--- src/rtl/multi_alarm_clock_ctrl_if.sv ---
// Button/tick inputs and display/status outputs of the alarm clock controller.
// The master side (button detectors plus the display mux) drives the pulses; the
// slave side is the controller itself.
interface multi_alarm_clock_ctrl_if #(
  parameter int NUM_ALARMS = 4
);
  localparam int IDX_W = (NUM_ALARMS > 1) ? $clog2(NUM_ALARMS) : 1;

  logic                  tick_1hz;
  logic                  btn_c;
  logic                  btn_l;
  logic                  btn_r;
  logic                  btn_u;
  logic                  btn_d;
  logic [1:0]            hr_tens;
  logic [3:0]            hr_units;
  logic [2:0]            min_tens;
  logic [3:0]            min_units;
  logic [5:0]            sec_o;
  logic [2:0]            mode_o;
  logic [IDX_W-1:0]      alm_idx_o;
  logic [NUM_ALARMS-1:0] alm_en_o;
  logic                  ringing;
  logic                  buzz;

  modport master (
    output tick_1hz, btn_c, btn_l, btn_r, btn_u, btn_d,
    input  hr_tens, hr_units, min_tens, min_units, sec_o, mode_o,
           alm_idx_o, alm_en_o, ringing, buzz
  );

  modport slave (
    input  tick_1hz, btn_c, btn_l, btn_r, btn_u, btn_d,
    output hr_tens, hr_units, min_tens, min_units, sec_o, mode_o,
           alm_idx_o, alm_en_o, ringing, buzz
  );
endinterface

--- src/rtl/multi_alarm_clock_ctrl.sv ---
// 24-hour clock with NUM_ALARMS independently enabled alarms, snooze and ring
// timeout. Time is kept in binary and converted to BCD for the 7-seg mux.
module multi_alarm_clock_ctrl #(
  parameter int NUM_ALARMS     = 4,
  parameter int SNOOZE_MIN     = 5,
  parameter int RING_TIMEOUT_S = 60
) (
  input logic                     clk_200_hz,
  input logic                     rst,
  multi_alarm_clock_ctrl_if.slave bus
);
  localparam int IDX_W = (NUM_ALARMS > 1) ? $clog2(NUM_ALARMS) : 1;

  typedef enum logic [2:0] {
    ST_RUN      = 3'd0,
    ST_SET_HR   = 3'd1,
    ST_SET_MIN  = 3'd2,
    ST_SEL_ALM  = 3'd3,
    ST_SET_AHR  = 3'd4,
    ST_SET_AMIN = 3'd5,
    ST_RING     = 3'd6
  } state_t;

  state_t                state_r;
  logic [4:0]            hr_r;
  logic [5:0]            min_r;
  logic [5:0]            sec_r;
  logic [4:0]            alm_hr_r  [NUM_ALARMS];
  logic [5:0]            alm_min_r [NUM_ALARMS];
  logic [NUM_ALARMS-1:0] alm_en_r;
  logic [IDX_W-1:0]      idx_r;
  logic                  snz_vld_r;
  logic [4:0]            snz_hr_r;
  logic [5:0]            snz_min_r;
  logic [7:0]            ring_cnt_r;
  logic                  blink_r;

  logic       sel_c_s, sel_r_s, sel_l_s, sel_u_s, sel_d_s;
  logic       sec_wrap_s, hit_s, fire_s;
  logic [5:0] roll_min_s;
  logic [4:0] roll_hr_s;
  logic [6:0] snz_sum_s;
  logic [5:0] snz_min_s;
  logic [4:0] snz_hr_s;
  logic [4:0] disp_hr_s;
  logic [5:0] disp_min_s;
  logic [6:0] hr_bcd_s;
  logic [6:0] min_bcd_s;

  function automatic logic [4:0] inc_hr(input logic [4:0] v);
    return (v == 5'd23) ? 5'd0 : v + 5'd1;
  endfunction

  function automatic logic [4:0] dec_hr(input logic [4:0] v);
    return (v == 5'd0) ? 5'd23 : v - 5'd1;
  endfunction

  function automatic logic [5:0] inc_min(input logic [5:0] v);
    return (v == 6'd59) ? 6'd0 : v + 6'd1;
  endfunction

  function automatic logic [5:0] dec_min(input logic [5:0] v);
    return (v == 6'd0) ? 6'd59 : v - 6'd1;
  endfunction

  // Binary 0..59 to {tens[2:0], units[3:0]}.
  function automatic logic [6:0] to_bcd(input logic [5:0] v);
    return {3'(v / 6'd10), 4'(v % 6'd10)};
  endfunction

  // Button priority C > R > L > U > D: only the winner is acted on.
  always_comb begin
    sel_c_s = bus.btn_c;
    sel_r_s = ~bus.btn_c & bus.btn_r;
    sel_l_s = ~bus.btn_c & ~bus.btn_r & bus.btn_l;
    sel_u_s = ~bus.btn_c & ~bus.btn_r & ~bus.btn_l & bus.btn_u;
    sel_d_s = ~bus.btn_c & ~bus.btn_r & ~bus.btn_l & ~bus.btn_u & bus.btn_d;
  end

  // Minute-rollover time and the alarm/snooze match that fires the ring.
  always_comb begin
    sec_wrap_s = (sec_r == 6'd59);
    roll_min_s = inc_min(min_r);
    roll_hr_s  = (min_r == 6'd59) ? inc_hr(hr_r) : hr_r;
    hit_s      = 1'b0;
    for (int i = 0; i < NUM_ALARMS; i++) begin
      hit_s = hit_s | (alm_en_r[i] & (alm_hr_r[i] == roll_hr_s) & (alm_min_r[i] == roll_min_s));
    end
    hit_s  = hit_s | (snz_vld_r & (snz_hr_r == roll_hr_s) & (snz_min_r == roll_min_s));
    fire_s = (state_r == ST_RUN) & bus.tick_1hz & sec_wrap_s & hit_s;
  end

  // Snooze target: current HH:MM plus SNOOZE_MIN with 24-hour wrap.
  always_comb begin
    snz_sum_s = {1'b0, min_r} + 7'(SNOOZE_MIN);
    if (snz_sum_s >= 7'd60) begin
      snz_min_s = 6'(snz_sum_s - 7'd60);
      snz_hr_s  = inc_hr(hr_r);
    end else begin
      snz_min_s = snz_sum_s[5:0];
      snz_hr_s  = hr_r;
    end
  end

  // Display source: the viewed alarm slot in alarm-edit states, else the time.
  always_comb begin
    if ((state_r == ST_SEL_ALM) || (state_r == ST_SET_AHR) || (state_r == ST_SET_AMIN)) begin
      disp_hr_s  = alm_hr_r[idx_r];
      disp_min_s = alm_min_r[idx_r];
    end else begin
      disp_hr_s  = hr_r;
      disp_min_s = min_r;
    end
    hr_bcd_s  = to_bcd({1'b0, disp_hr_s});
    min_bcd_s = to_bcd(disp_min_s);
  end

  assign bus.hr_tens   = 2'(hr_bcd_s[6:4]);
  assign bus.hr_units  = hr_bcd_s[3:0];
  assign bus.min_tens  = min_bcd_s[6:4];
  assign bus.min_units = min_bcd_s[3:0];
  assign bus.sec_o     = sec_r;
  assign bus.mode_o    = state_r;
  assign bus.alm_idx_o = idx_r;
  assign bus.alm_en_o  = alm_en_r;
  assign bus.ringing   = (state_r == ST_RING);
  assign bus.buzz      = blink_r;

  // Controller FSM: timekeeping, edit ring, alarm fire, snooze and timeout.
  always_ff @(posedge clk_200_hz or posedge rst) begin
    if (rst) begin
      state_r    <= ST_RUN;
      hr_r       <= 5'd0;
      min_r      <= 6'd0;
      sec_r      <= 6'd0;
      alm_en_r   <= {NUM_ALARMS{1'b0}};
      idx_r      <= {IDX_W{1'b0}};
      snz_vld_r  <= 1'b0;
      snz_hr_r   <= 5'd0;
      snz_min_r  <= 6'd0;
      ring_cnt_r <= 8'd0;
      blink_r    <= 1'b0;
      for (int i = 0; i < NUM_ALARMS; i++) begin
        alm_hr_r[i]  <= 5'd0;
        alm_min_r[i] <= 6'd0;
      end
    end else begin
      // Time only advances while running or ringing; edit states freeze it.
      if (bus.tick_1hz && ((state_r == ST_RUN) || (state_r == ST_RING))) begin
        if (sec_wrap_s) begin
          sec_r <= 6'd0;
          min_r <= roll_min_s;
          hr_r  <= roll_hr_s;
        end else begin
          sec_r <= sec_r + 6'd1;
        end
      end
      case (state_r)
        ST_RUN: begin
          if (fire_s) begin
            state_r    <= ST_RING;
            snz_vld_r  <= 1'b0;
            ring_cnt_r <= 8'd0;
            blink_r    <= 1'b1;
          end else if (sel_c_s) begin
            state_r <= ST_SET_HR;
          end
        end
        ST_SET_HR: begin
          if (sel_c_s)      state_r <= ST_RUN;
          else if (sel_r_s) state_r <= ST_SET_MIN;
          else if (sel_l_s) state_r <= ST_SET_AMIN;
          else if (sel_u_s || sel_d_s) begin
            hr_r      <= sel_u_s ? inc_hr(hr_r) : dec_hr(hr_r);
            sec_r     <= 6'd0;
            snz_vld_r <= 1'b0;
          end
        end
        ST_SET_MIN: begin
          if (sel_c_s)      state_r <= ST_RUN;
          else if (sel_r_s) state_r <= ST_SEL_ALM;
          else if (sel_l_s) state_r <= ST_SET_HR;
          else if (sel_u_s || sel_d_s) begin
            min_r     <= sel_u_s ? inc_min(min_r) : dec_min(min_r);
            sec_r     <= 6'd0;
            snz_vld_r <= 1'b0;
          end
        end
        ST_SEL_ALM: begin
          if (sel_c_s)      state_r <= ST_RUN;
          else if (sel_r_s) state_r <= ST_SET_AHR;
          else if (sel_l_s) state_r <= ST_SET_MIN;
          else if (sel_u_s) idx_r <= (idx_r == IDX_W'(NUM_ALARMS - 1)) ? {IDX_W{1'b0}} : idx_r + IDX_W'(1);
          else if (sel_d_s) alm_en_r[idx_r] <= ~alm_en_r[idx_r];
        end
        ST_SET_AHR: begin
          if (sel_c_s)      state_r <= ST_RUN;
          else if (sel_r_s) state_r <= ST_SET_AMIN;
          else if (sel_l_s) state_r <= ST_SEL_ALM;
          else if (sel_u_s) alm_hr_r[idx_r] <= inc_hr(alm_hr_r[idx_r]);
          else if (sel_d_s) alm_hr_r[idx_r] <= dec_hr(alm_hr_r[idx_r]);
        end
        ST_SET_AMIN: begin
          if (sel_c_s)      state_r <= ST_RUN;
          else if (sel_r_s) state_r <= ST_SET_HR;
          else if (sel_l_s) state_r <= ST_SET_AHR;
          else if (sel_u_s) alm_min_r[idx_r] <= inc_min(alm_min_r[idx_r]);
          else if (sel_d_s) alm_min_r[idx_r] <= dec_min(alm_min_r[idx_r]);
        end
        ST_RING: begin
          if (sel_c_s) begin
            state_r <= ST_RUN;
            blink_r <= 1'b0;
          end else if (sel_r_s || sel_l_s || sel_u_s || sel_d_s) begin
            state_r   <= ST_RUN;
            blink_r   <= 1'b0;
            snz_vld_r <= 1'b1;
            snz_hr_r  <= snz_hr_s;
            snz_min_r <= snz_min_s;
          end else if (bus.tick_1hz) begin
            if ((ring_cnt_r + 8'd1) == 8'(RING_TIMEOUT_S)) begin
              state_r <= ST_RUN;
              blink_r <= 1'b0;
            end else begin
              ring_cnt_r <= ring_cnt_r + 8'd1;
              blink_r    <= ~blink_r;
            end
          end
        end
        default: begin
          state_r <= ST_RUN;
          blink_r <= 1'b0;
        end
      endcase
    end
  end
endmodule

--- src/flat_wrapper.sv ---
// flat-port wrapper written by rule: the top's interface ports become plain ports
module multi_alarm_clock_ctrl_flat 
#(
  parameter int NUM_ALARMS     = 4,
  parameter int SNOOZE_MIN     = 5,
  parameter int RING_TIMEOUT_S = 60
)
  (clk_200_hz, rst, bus_tick_1hz, bus_btn_c, bus_btn_l, bus_btn_r, bus_btn_u, bus_btn_d, bus_hr_tens, bus_hr_units, bus_min_tens, bus_min_units, bus_sec_o, bus_mode_o, bus_alm_idx_o, bus_alm_en_o, bus_ringing, bus_buzz);
  multi_alarm_clock_ctrl_if #(.NUM_ALARMS(NUM_ALARMS)) bus_i ();
  input logic clk_200_hz;
  input logic rst;
  input wire logic [$bits(bus_i.tick_1hz)-1:0] bus_tick_1hz;
  input wire logic [$bits(bus_i.btn_c)-1:0] bus_btn_c;
  input wire logic [$bits(bus_i.btn_l)-1:0] bus_btn_l;
  input wire logic [$bits(bus_i.btn_r)-1:0] bus_btn_r;
  input wire logic [$bits(bus_i.btn_u)-1:0] bus_btn_u;
  input wire logic [$bits(bus_i.btn_d)-1:0] bus_btn_d;
  output wire logic [$bits(bus_i.hr_tens)-1:0] bus_hr_tens;
  output wire logic [$bits(bus_i.hr_units)-1:0] bus_hr_units;
  output wire logic [$bits(bus_i.min_tens)-1:0] bus_min_tens;
  output wire logic [$bits(bus_i.min_units)-1:0] bus_min_units;
  output wire logic [$bits(bus_i.sec_o)-1:0] bus_sec_o;
  output wire logic [$bits(bus_i.mode_o)-1:0] bus_mode_o;
  output wire logic [$bits(bus_i.alm_idx_o)-1:0] bus_alm_idx_o;
  output wire logic [$bits(bus_i.alm_en_o)-1:0] bus_alm_en_o;
  output wire logic [$bits(bus_i.ringing)-1:0] bus_ringing;
  output wire logic [$bits(bus_i.buzz)-1:0] bus_buzz;
  assign bus_i.tick_1hz = bus_tick_1hz;
  assign bus_i.btn_c = bus_btn_c;
  assign bus_i.btn_l = bus_btn_l;
  assign bus_i.btn_r = bus_btn_r;
  assign bus_i.btn_u = bus_btn_u;
  assign bus_i.btn_d = bus_btn_d;
  assign bus_hr_tens = bus_i.hr_tens;
  assign bus_hr_units = bus_i.hr_units;
  assign bus_min_tens = bus_i.min_tens;
  assign bus_min_units = bus_i.min_units;
  assign bus_sec_o = bus_i.sec_o;
  assign bus_mode_o = bus_i.mode_o;
  assign bus_alm_idx_o = bus_i.alm_idx_o;
  assign bus_alm_en_o = bus_i.alm_en_o;
  assign bus_ringing = bus_i.ringing;
  assign bus_buzz = bus_i.buzz;
  multi_alarm_clock_ctrl #(.NUM_ALARMS(NUM_ALARMS), .SNOOZE_MIN(SNOOZE_MIN), .RING_TIMEOUT_S(RING_TIMEOUT_S)) u_core (.clk_200_hz(clk_200_hz), .rst(rst), .bus(bus_i));
endmodule
--- config.mk ---
export PLATFORM = sky130hd
export DESIGN_NAME = multi_alarm_clock_ctrl_flat
export DESIGN_NICKNAME = d
export VERILOG_FILES = /design/src/rtl/multi_alarm_clock_ctrl_if.sv /design/src/rtl/multi_alarm_clock_ctrl.sv /design/src/flat_wrapper.sv
export SDC_FILE = /design/constraint.sdc
export NUM_CORES = 1
export LEC_CHECK = 0
export BUFFER_PORTS_ARGS = -buffer_cell sky130_fd_sc_hd__buf_2
export CORE_MARGIN = 2
export CORE_UTILIZATION = 29
export CTS_CLUSTER_SIZE = 10
export DETAILED_ROUTE_END_ITERATION = 7
export GPL_TIMING_DRIVEN = 0
export HOLD_SLACK_MARGIN = 0.05
export SLEW_MARGIN = 20
export SYNTH_ARGS = -nofsm -noshare
export SYNTH_HDL_FRONTEND = slang
export SYNTH_SLANG_ARGS = --single-unit
export TNS_END_PERCENT = 20
--- constraint.sdc ---
create_clock -name clk_200_hz -period 5.6 [get_ports clk_200_hz]
set_input_delay 1.68 -clock clk_200_hz [delete_from_list [all_inputs] [get_ports clk_200_hz]]
set_output_delay 1.68 -clock clk_200_hz [all_outputs]
set_load 0.005 [all_outputs]
==> flow_summary.ini, run 1 <==
[logic_synthesis]
synth_area_um2 = 7270
synth_top_area_share = 0.313
synth_edf_count = 0
synth_seq_cells = 91
yosysSeqAreaShare = 0.313
yosys-top-cells-count = nand2_1, dfrtp_1, o21ai_0
synth_ff_type = dfrtp_1
yosysMostFrequentCell = nand2_1
synthTopCellsByArea = dfrtp_1, mux2_2, xnor2_1
async_flop_share = 1.00
postSynthCellCount = 834
synth.avg_cell_area_um2 = 8.72
syn_nets = 863
yosysWarnings = 0
synth_cell_types = 79
synth_top_area_cell = dfrtp_1

[grt]
grt_pass1_wl_um = 34200
grt_remaining_overflow = 0
grt_usage = 0.165
grt_max_degree = 57
antenna_found_initial = 0
grt_pass1_vias = 6380

[cts]
cts_tree = done
cts_made_buffers = 9
clockBufferDepth = 2
path_clk_slew_ps = 70
cts_max_level = 3
ctsRootBufferMaster = clkbuf_16
clock_sinks = 91
clkLatencyLatePin_ps = 360

[die]
rows = 57
io-pin-count = 38
die_h_um = 162
die_area_um2 = 26400
core_area_um2 = 24500
die_w_um = 162
start_util = 0.297

[place]
port_buffers = 36
post-place-ws_ps = 517
dpl_cell_area_um2 = 7890
dp_hpwl_um = 16200
place.gp.congestion = 0.920

[cells_and_area]
drive_gt1_frac = 0.164
syn2layout_area_growth_pct = 13.1
finalInstanceArea_um2 = 8230
fin_nets = 914
final_core_util = 0.336
insertedDiodeCount = 0

[setup_path]
crit_type = register to output port
r2r_cells = 12
crit_path_end_kind = output port
crit_fanout = 9
crit_arrival_ps = 3710
cp-start-kind = register
required_ps = 3920

[timing]
skew_ps = 9.77
setup-violations-final = 0
final-hold-violation-count = 0
slew_headroom = 0.231
fin_tns_setup_ps = 0
period_minus_slack_ps = 5390
fin_crit_sh = 0.962
fin_ws_ps = 211
drv_slew = 0
worst-slew-pin-transition_ps = 1140
fmax_mhz = 186
rsz0062_at_grt = no

[route]
dr.pass1.iters = 8
postRouteAntennaNets = 0
wl_per_cell_um = 17.8
wirelength_um = 21600
vias_per_cell = 5.47
dr.first_iter.drc_count = 606
drc = 0
vias = 6643

[power]
power.switching_mw = 2.22
cellPowerDensity_nw_per_um2 = 556
seqPwrFrac = 0.226
p_total_mw = 4.58
vdd_drop_max_v = 0.000398
p_int_mw = 2.35
combinationalPowerShare = 0.634
switching_share = 0.486
leakagePower_nw = 3.50
clkPwrFrac = 0.140

[min_path]
hold_class = register to register
hold_path_depth = 1

[run]
cap_viol_max_count = 0

[outcome]
run_status = complete, no violations
## metal layers
| metal | vias up | wire length, µm | global-route usage |
|---|---|---|---|
| li1 | 3143 | - | - |
| met1 | 3225 | 9920 | 0.227 |
| met2 | 243 | 9820 | 0.261 |
| met3 | 32 | 1250 | 0.0234 |
| met4 | 0 | 605 | 0.0680 |
| met5 | - | 0 | 0 |
## per-stage QoR
step	hold WS, ps	std cells
after CTS	515	1211
after floorplan	466	834
after global routing	540	1214
after detailed placement	506	1195
after global placement	488	1194
final	516	1214
## cell usage in the layout, fill, tap and decap left out, types with 5 or more instances in the layout
cell and n:
nand2_1 94, dfrtp_1 91, o21ai_0 66, buf_2 50, a21oi_1 50, nor2_1 49
mux2_2 42, xnor2_1 41, xor2_1 33, inv_1 31, clkbuf_1 27, nand3_1 25
nor3_1 24, ha_1 21, mux2i_1 15, nand2b_1 13, a31oi_1 12, nand4_1 11
mux4_2 11, or3_1 10, clkbuf_16 9, o22ai_1 8, and2_1 8, a211oi_1 7
o21ai_1 7, nor4_1 6, nor2b_1 6, o31ai_1 6, nand3b_1 5, buf_4 5
o211ai_1 5, and3_1 5
## flip-flops by register name, indices dropped and copies added, names as in the netlist, 3 cells and up
register	flops
u_core.snz_hr_r	5
u_core.ring_cnt_r	8
u_core.min_r	6
u_core.alm_hr_r	20
u_core.alm_min_r	24
u_core.snz_min_r	6
u_core.bus.mode_o	3
u_core.bus.sec_o	6
u_core.hr_r	5
u_core.bus.alm_en_o	4
## area by class of cell
class / count / area (µm²)
clock buffers: 10 / 239
repair buffers: 40 / 230
flip-flops and latches: 91 / 2280
fillers: 2584 / 16200
plain buffers: 47 / 201
inverters: 34 / 133
well taps: 324 / 405
clock inverters: 6 / 72.6
multi-input cells: 662 / 4670
## power by group through the flow
stage | Clock [mW] | Sequential (mW) | Combinational, mW
after CTS | 0.656 | 1.03 | 2.85
final | 0.642 | 1.03 | 2.90
after detailed placement | 0 | 1.04 | 2.84
after global routing | 0.680 | 1.06 | 3.22
after global placement | 0 | 1.03 | 2.81
after floorplan | 0 | 0.977 | 2.12
## timing repair
action | 4_1_cts | 5_1_grt
setup buffers | 0 | 3
endpoints found under the setup margin | 0 | 2
hold buffers | 0 | 0
hold endpoints to repair | 0 | 0
gates resized for setup | 0 | 1
## cells by family after synthesis
family,count (synthesis),share of synthesized area
AO/OA/AOI/OAI,218,0.195
buffers and inverters,81,0.0453
XOR/XNOR,76,0.0955
multiplexers,69,0.123
AND/OR/NAND/NOR,277,0.190
adder cells (fa/ha/maj),22,0.0375
flip-flops,91,0.313
## worst max-delay path, stage by stage (launching register included)
cell and delay (ps):
dfrtp_1 430, buf_2 220, mux4_2 610, mux2_2 390, inv_1 160, ha_1 290, a21oi_1 130, o21ai_0 90
a31o_2 280, ha_1 200, or3_1 360, o21ai_0 70, buf_2 130
## worst paths after layout
path / to / slack [ps] / startpoint
worst min register to register: u_core.ring_cnt_r[0]$_DFFE_PP0P_ / 520 / u_core.ring_cnt_r[0]$_DFFE_PP0P_
min in group asynchronous: u_core.min_r[3]$_DFF_PP0_ / 1310 / rst
worst min-delay path: u_core.ring_cnt_r[0]$_DFFE_PP0P_ / 520 / u_core.ring_cnt_r[0]$_DFFE_PP0P_
max in group asynchronous: u_core.alm_hr_r[10]$_DFFE_PP0P_ / 3690 / rst
worst max-delay path: bus_min_units[3] / 210 / u_core.bus.alm_idx_o[0]$_DFFE_PP0P_
worst max register to register: u_core.bus.mode_o[2]$_DFFE_PP0P_ / 1440 / u_core.min_r[0]$_DFF_PP0_
Note: power is estimated with default switching activity, not from simulation.
==> run 2: changes to the inputs <==
--- a/config.mk
+++ b/config.mk
@@ -8,8 +8,10 @@
 export BUFFER_PORTS_ARGS = -buffer_cell sky130_fd_sc_hd__buf_2
 export CORE_MARGIN = 2
 export CORE_UTILIZATION = 29
+export CTS_BUF_LIST = sky130_fd_sc_hd__clkbuf_16
 export CTS_CLUSTER_SIZE = 10
 export DETAILED_ROUTE_END_ITERATION = 7
+export GPL_ROUTABILITY_DRIVEN = 0
 export GPL_TIMING_DRIVEN = 0
 export HOLD_SLACK_MARGIN = 0.05
 export SLEW_MARGIN = 20
==> run 2 against run 1 <==
Effect of this change: register-to-register slack better by 50 ps; via count shrank 0.57%; cell area is 0.12% lower; combinational power about the same; maximum frequency about the same; global-route usage fell by 0.065 points; cell count unchanged; first-iteration DRC count is 4.8% higher; count of clock-buffer cells in the layout fell by 1; non-clock buffer count is the same; critical path type unchanged; critical endpoint unchanged; largest power group unchanged.
==> flow_summary.ini, run 2 (synthesis results as in run 1) <==
[cells_and_area]
finalInstanceArea_um2 = 8220
top_regs = u_core.alm_min_r x24, u_core.alm_hr_r x20, u_core.ring_cnt_r x8
largest_register_ffs = 24
fin_nets = 914
insertedDiodeCount = 0
regMostFlops = u_core.alm_min_r
syn2layout_area_growth_pct = 13.0
fillers = 2585
drive_gt1_frac = 0.163
final_cell_mix = nand2_1, dfrtp_1, o21ai_0
final_common_cell = nand2_1

[grt]
grt_remaining_overflow = 0
grt_pass1_wl_um = 34200
grt_usage = 0.164
antenna_found_initial = 0
grt_pass1_vias = 6378
grt_max_degree = 57

[setup_path]
crit_path_end_kind = output port
r2r_cells = 12
cp-start-kind = register
crit_type = register to output port
r2r_slack_ps = 1490
crit_end = bus_min_units[3]
r2r-start = u_core.min_r[0]$_DFF_PP0_
crit_start = u_core.bus.alm_idx_o[0]$_DFFE_PP0P_
crit_arrival_ps = 3710
slowest_delay_ps = 610
slowest_stage = mux4_2
r2r_end = u_core.bus.mode_o[2]$_DFFE_PP0P_
crit_fanout = 9
cp_cell_sequence = buf_2, mux4_2, mux2_2, inv_1, ha_1, a21oi_1, o21ai_0, a31o_2, ha_1, or3_1, o21ai_0, buf_2
required_ps = 3920

[timing]
hold_slack_ps = 516
final-hold-violation-count = 0
skew_ps = 9.68
fin_tns_setup_ps = 0
fin_crit_sh = 0.962
fin_ws_ps = 211
rsz0062_at_grt = no
slew_headroom = 0.264
drv_slew = 0
setup-violations-final = 0
period_minus_slack_ps = 5390
worst-slew-pin-transition_ps = 1090
fmax_mhz = 186

[route]
vias = 6605
wirelength_um = 21500
vias_per_cell = 5.44
drc = 0
dr.first_iter.drc_count = 635
postRouteAntennaNets = 0
wl_per_cell_um = 17.7
dr.pass1.iters = 5

[die]
die_w_um = 162
io-pin-count = 38
rows = 57
die_h_um = 162
core_area_um2 = 24500
start_util = 0.297
die_area_um2 = 26400

[cts]
clkLatencyLatePin_ps = 360
clock_sinks = 91
holdBufCountCts = 0
path_clk_slew_ps = 70
cts_made_buffers = 9
cts_max_level = 3
clockBufferDepth = 2
cts_tree = done
ctsRootBufferMaster = clkbuf_16

[power]
vdd_drop_max_v = 0.000398
cellPowerDensity_nw_per_um2 = 555
leakagePower_nw = 3.49

[min_path]
hold_class = register to register

[place]
dpl_cell_area_um2 = 7890
dp_hpwl_um = 16200
post-place-ws_ps = 517
port_buffers = 36

[outcome]
run_status = complete, no violations

[run]
cap_viol_max_count = 0
## run 2: power by group
part,switching (mW),internal [mW],leakage [nW]
logic,1.74,1.16,2.14
registers,0.204,0.830,1.20
clock network,0.275,0.348,0.144
total,2.22,2.34,3.49
## run 2: per-stage QoR
step,power [mW],util,cells
after CTS,4.52,0.335,1211
after detailed placement,3.88,0.322,1195
after floorplan,3.10,-,834
after global routing,4.94,0.336,1214
after global placement,3.84,0.321,1194
final,4.56,0.336,1214
## run 2: worst min-delay path by stage
stage / startpoint / endpoint / slack, ps / depth (start not counted)
3_5_place_dp: u_core.ring_cnt_r[0]$_DFFE_PP0P_ / u_core.ring_cnt_r[0]$_DFFE_PP0P_ / 510 / 1
2_1_floorplan: u_core.snz_hr_r[1]$_DFFE_PP0P_ / u_core.snz_hr_r[1]$_DFFE_PP0P_ / 470 / 2
6_report: u_core.ring_cnt_r[0]$_DFFE_PP0P_ / u_core.ring_cnt_r[0]$_DFFE_PP0P_ / 520 / 1
4_1_cts: u_core.ring_cnt_r[0]$_DFFE_PP0P_ / u_core.ring_cnt_r[0]$_DFFE_PP0P_ / 520 / 1
3_3_place_gp: u_core.ring_cnt_r[0]$_DFFE_PP0P_ / u_core.ring_cnt_r[0]$_DFFE_PP0P_ / 490 / 1
5_1_grt: u_core.ring_cnt_r[0]$_DFFE_PP0P_ / u_core.ring_cnt_r[0]$_DFFE_PP0P_ / 540 / 1
## run 2: critical path: cells and delay by family (launching register included)
family	cells	cell delay, ps
mux	2	1000
compound gates	4	570
buf+inv	3	520
fa+ha+maj	2	490
flops	1	430
simple gates	1	360
## run 2: cell type report
cell class | count | area (µm²) | area share
clock inverters | 7 | 76.3 | 0.00929
repair buffers | 40 | 230 | 0.0280
plain buffers | 47 | 201 | 0.0245
clock buffers | 9 | 225 | 0.0274
inverters | 34 | 133 | 0.0161
well taps | 324 | 405 | 0.0493
multi-input cells | 662 | 4670 | 0.568
flip-flops and latches | 91 | 2280 | 0.277
## run 2: layer usage
layer	track usage	share of wire	vias to the layer above	routed length, µm
met3	0.0265	0.055	32	1190
met2	0.261	0.46	221	9820
met5	0	0	-	0
met4	0.0583	0.025	0	545
met1	0.227	0.46	3209	9990
li1	-	-	3143	-
## run 2: what timing repair did
action,in CTS,in global routing
setup endpoints to repair,0,2
gates resized for setup,0,1
setup buffers,0,3
==> run 3: changes to the inputs <==
--- a/config.mk
+++ b/config.mk
@@ -14,6 +14,7 @@
 export GPL_ROUTABILITY_DRIVEN = 0
 export GPL_TIMING_DRIVEN = 0
 export HOLD_SLACK_MARGIN = 0.05
+export RECOVER_POWER = 50
 export SLEW_MARGIN = 20
 export SYNTH_ARGS = -nofsm -noshare
 export SYNTH_HDL_FRONTEND = slang
==> run 3 against run 2 <==
Effect of this change: cell area is 0.40% lower; combinational power about the same; cell count unchanged; total power hardly changed; critical path type unchanged; first-iteration DRC count is 11% higher; clock skew is 0.82 ps lower; sequential power about the same; via count is 0.50% higher; largest power group unchanged; the flow now finishes with violations (max-capacitance violations, max-slew violations); die area stayed put; global-route usage is the same; worst hold slack hardly changed; register-to-register slack worse by 20 ps.
==> flow_summary.ini, run 3 (synthesis results as in run 1) <==
[die]
start_util = 0.297
die_w_um = 162
die_area_um2 = 26400
rows = 57
die_h_um = 162
io-pin-count = 38
core_area_um2 = 24500

[min_path]
hold_path_depth = 1
hold_class = register to register

[grt]
grt_max_degree = 57
grt_usage = 0.164
grt_remaining_overflow = 0
grt_pass1_wl_um = 34200
grt_pass1_vias = 6378
antenna_found_initial = 0

[outcome]
run_status = complete, but fails checks
violations = max-capacitance violations, max-slew violations

[route]
wirelength_um = 21600
wl_per_cell_um = 17.8
drc = 0
vias = 6638
vias_per_cell = 5.47
postRouteAntennaNets = 0
dr.pass1.iters = 5
dr.first_iter.drc_count = 706

[cells_and_area]
top_regs = u_core.alm_min_r x24, u_core.alm_hr_r x20, u_core.ring_cnt_r x8
multiInputGateArea_um2 = 4670
fillers = 2583
drive_gt1_frac = 0.157
regArea_um2 = 2280
final_common_cell = nand2_1
insertedDiodeCount = 0
regMostFlops = u_core.alm_min_r
fin_nets = 914
syn2layout_area_growth_pct = 12.5
largest_register_ffs = 24
final_cell_mix = nand2_1, dfrtp_1, o21ai_0

[setup_path]
crit_fanout = 9
crit_end = bus_min_units[3]
crit_type = register to output port
cp-start-kind = register
required_ps = 3920
r2r_slack_ps = 1470
crit_path_end_kind = output port
r2r_cells = 12
crit_arrival_ps = 3710
r2r_end = u_core.bus.mode_o[2]$_DFFE_PP0P_
crit_start = u_core.bus.alm_idx_o[0]$_DFFE_PP0P_
r2r-start = u_core.min_r[0]$_DFF_PP0_

[cts]
ctsRootBufferMaster = clkbuf_16
clkLatencyLatePin_ps = 360
clock_sinks = 91
cts_made_buffers = 9
cts_tree = done
clockBufferDepth = 2
cts_max_level = 3
path_clk_slew_ps = 70

[timing]
worst-slew-pin-transition_ps = 1620
slew_headroom = -0.0880
setup-violations-final = 0
fin_crit_sh = 0.963
final-hold-violation-count = 0
skew_ps = 8.86
fmax_mhz = 185
period_minus_slack_ps = 5390
hold_slack_ps = 515
drv_slew = 37
rsz0062_at_grt = no
fin_tns_setup_ps = 0

[place]
dp_hpwl_um = 16200
port_buffers = 36

[power]
leakagePower_nw = 3.46
cellPowerDensity_nw_per_um2 = 557
vdd_drop_max_v = 0.000398

[run]
cap_viol_max_count = 1
==> run 3: report_power, final <==
group | total (mW) | switching [mW] | leakage [nW] | internal, mW
clock network | 0.623 | 0.275 | 0.144 | 0.348
logic | 2.90 | 1.74 | 2.11 | 1.16
registers | 1.04 | 0.205 | 1.20 | 0.830
==> run 3: metal layers <==
metal	share of wire	global-route usage	up-vias
met5	0	0	-
met4	0.024	0.0583	0
met3	0.053	0.0265	27
met2	0.46	0.261	208
met1	0.47	0.227	3265
li1	-	-	3138
==> run 3: cell type report <==
| cell class | instances | share of cell area |
|---|---|---|
| inverters | 34 | 0.0157 |
| flip-flops and latches | 91 | 0.278 |
| repair buffers | 40 | 0.0246 |
| multi-input cells | 662 | 0.570 |
| clock buffers | 9 | 0.0275 |
| clock inverters | 7 | 0.00933 |
| plain buffers | 47 | 0.0246 |
| well taps | 324 | 0.0495 |
==> run 3: how the worst min path moves through the flow <==
stage | from | to | slack (ps)
after floorplan | u_core.snz_hr_r[1]$_DFFE_PP0P_ | u_core.snz_hr_r[1]$_DFFE_PP0P_ | 470
after global placement | u_core.ring_cnt_r[0]$_DFFE_PP0P_ | u_core.ring_cnt_r[0]$_DFFE_PP0P_ | 490
after detailed placement | u_core.ring_cnt_r[0]$_DFFE_PP0P_ | u_core.ring_cnt_r[0]$_DFFE_PP0P_ | 510
after CTS | u_core.ring_cnt_r[0]$_DFFE_PP0P_ | u_core.ring_cnt_r[0]$_DFFE_PP0P_ | 520
after global routing | u_core.ring_cnt_r[0]$_DFFE_PP0P_ | u_core.ring_cnt_r[0]$_DFFE_PP0P_ | 540
final | u_core.ring_cnt_r[0]$_DFFE_PP0P_ | u_core.ring_cnt_r[0]$_DFFE_PP0P_ | 520
==> run 3: through the flow <==
stage,area [µm²],setup slack [ps],std cells,power [mW],util
finish,8180,209,1214,4.56,0.335
global route,8180,8.49,1214,4.94,0.335
CTS,8190,110,1211,4.52,0.335
detailed placement,7890,517,1195,3.88,0.322
global placement,7860,250,1194,3.84,0.321
floorplan,7270,988,834,3.10,-
==> run 3: what timing repair did <==
action                     4_1_cts  5_1_grt
buffers inserted                 0        3
hold buffers                     0        0
setup endpoints to repair        0        2
resized for setup                0        1
==> run 3: critical path, cell delays in order, from the launching register on <==
cell and delay (ps):
dfrtp_1 430, buf_2 230, mux4_2 610, mux2_2 390, inv_1 160, ha_1 290
a21oi_1 130, o21ai_0 90, a31o_2 280, ha_1 200, or3_1 360, o21ai_0 70
buf_2 130
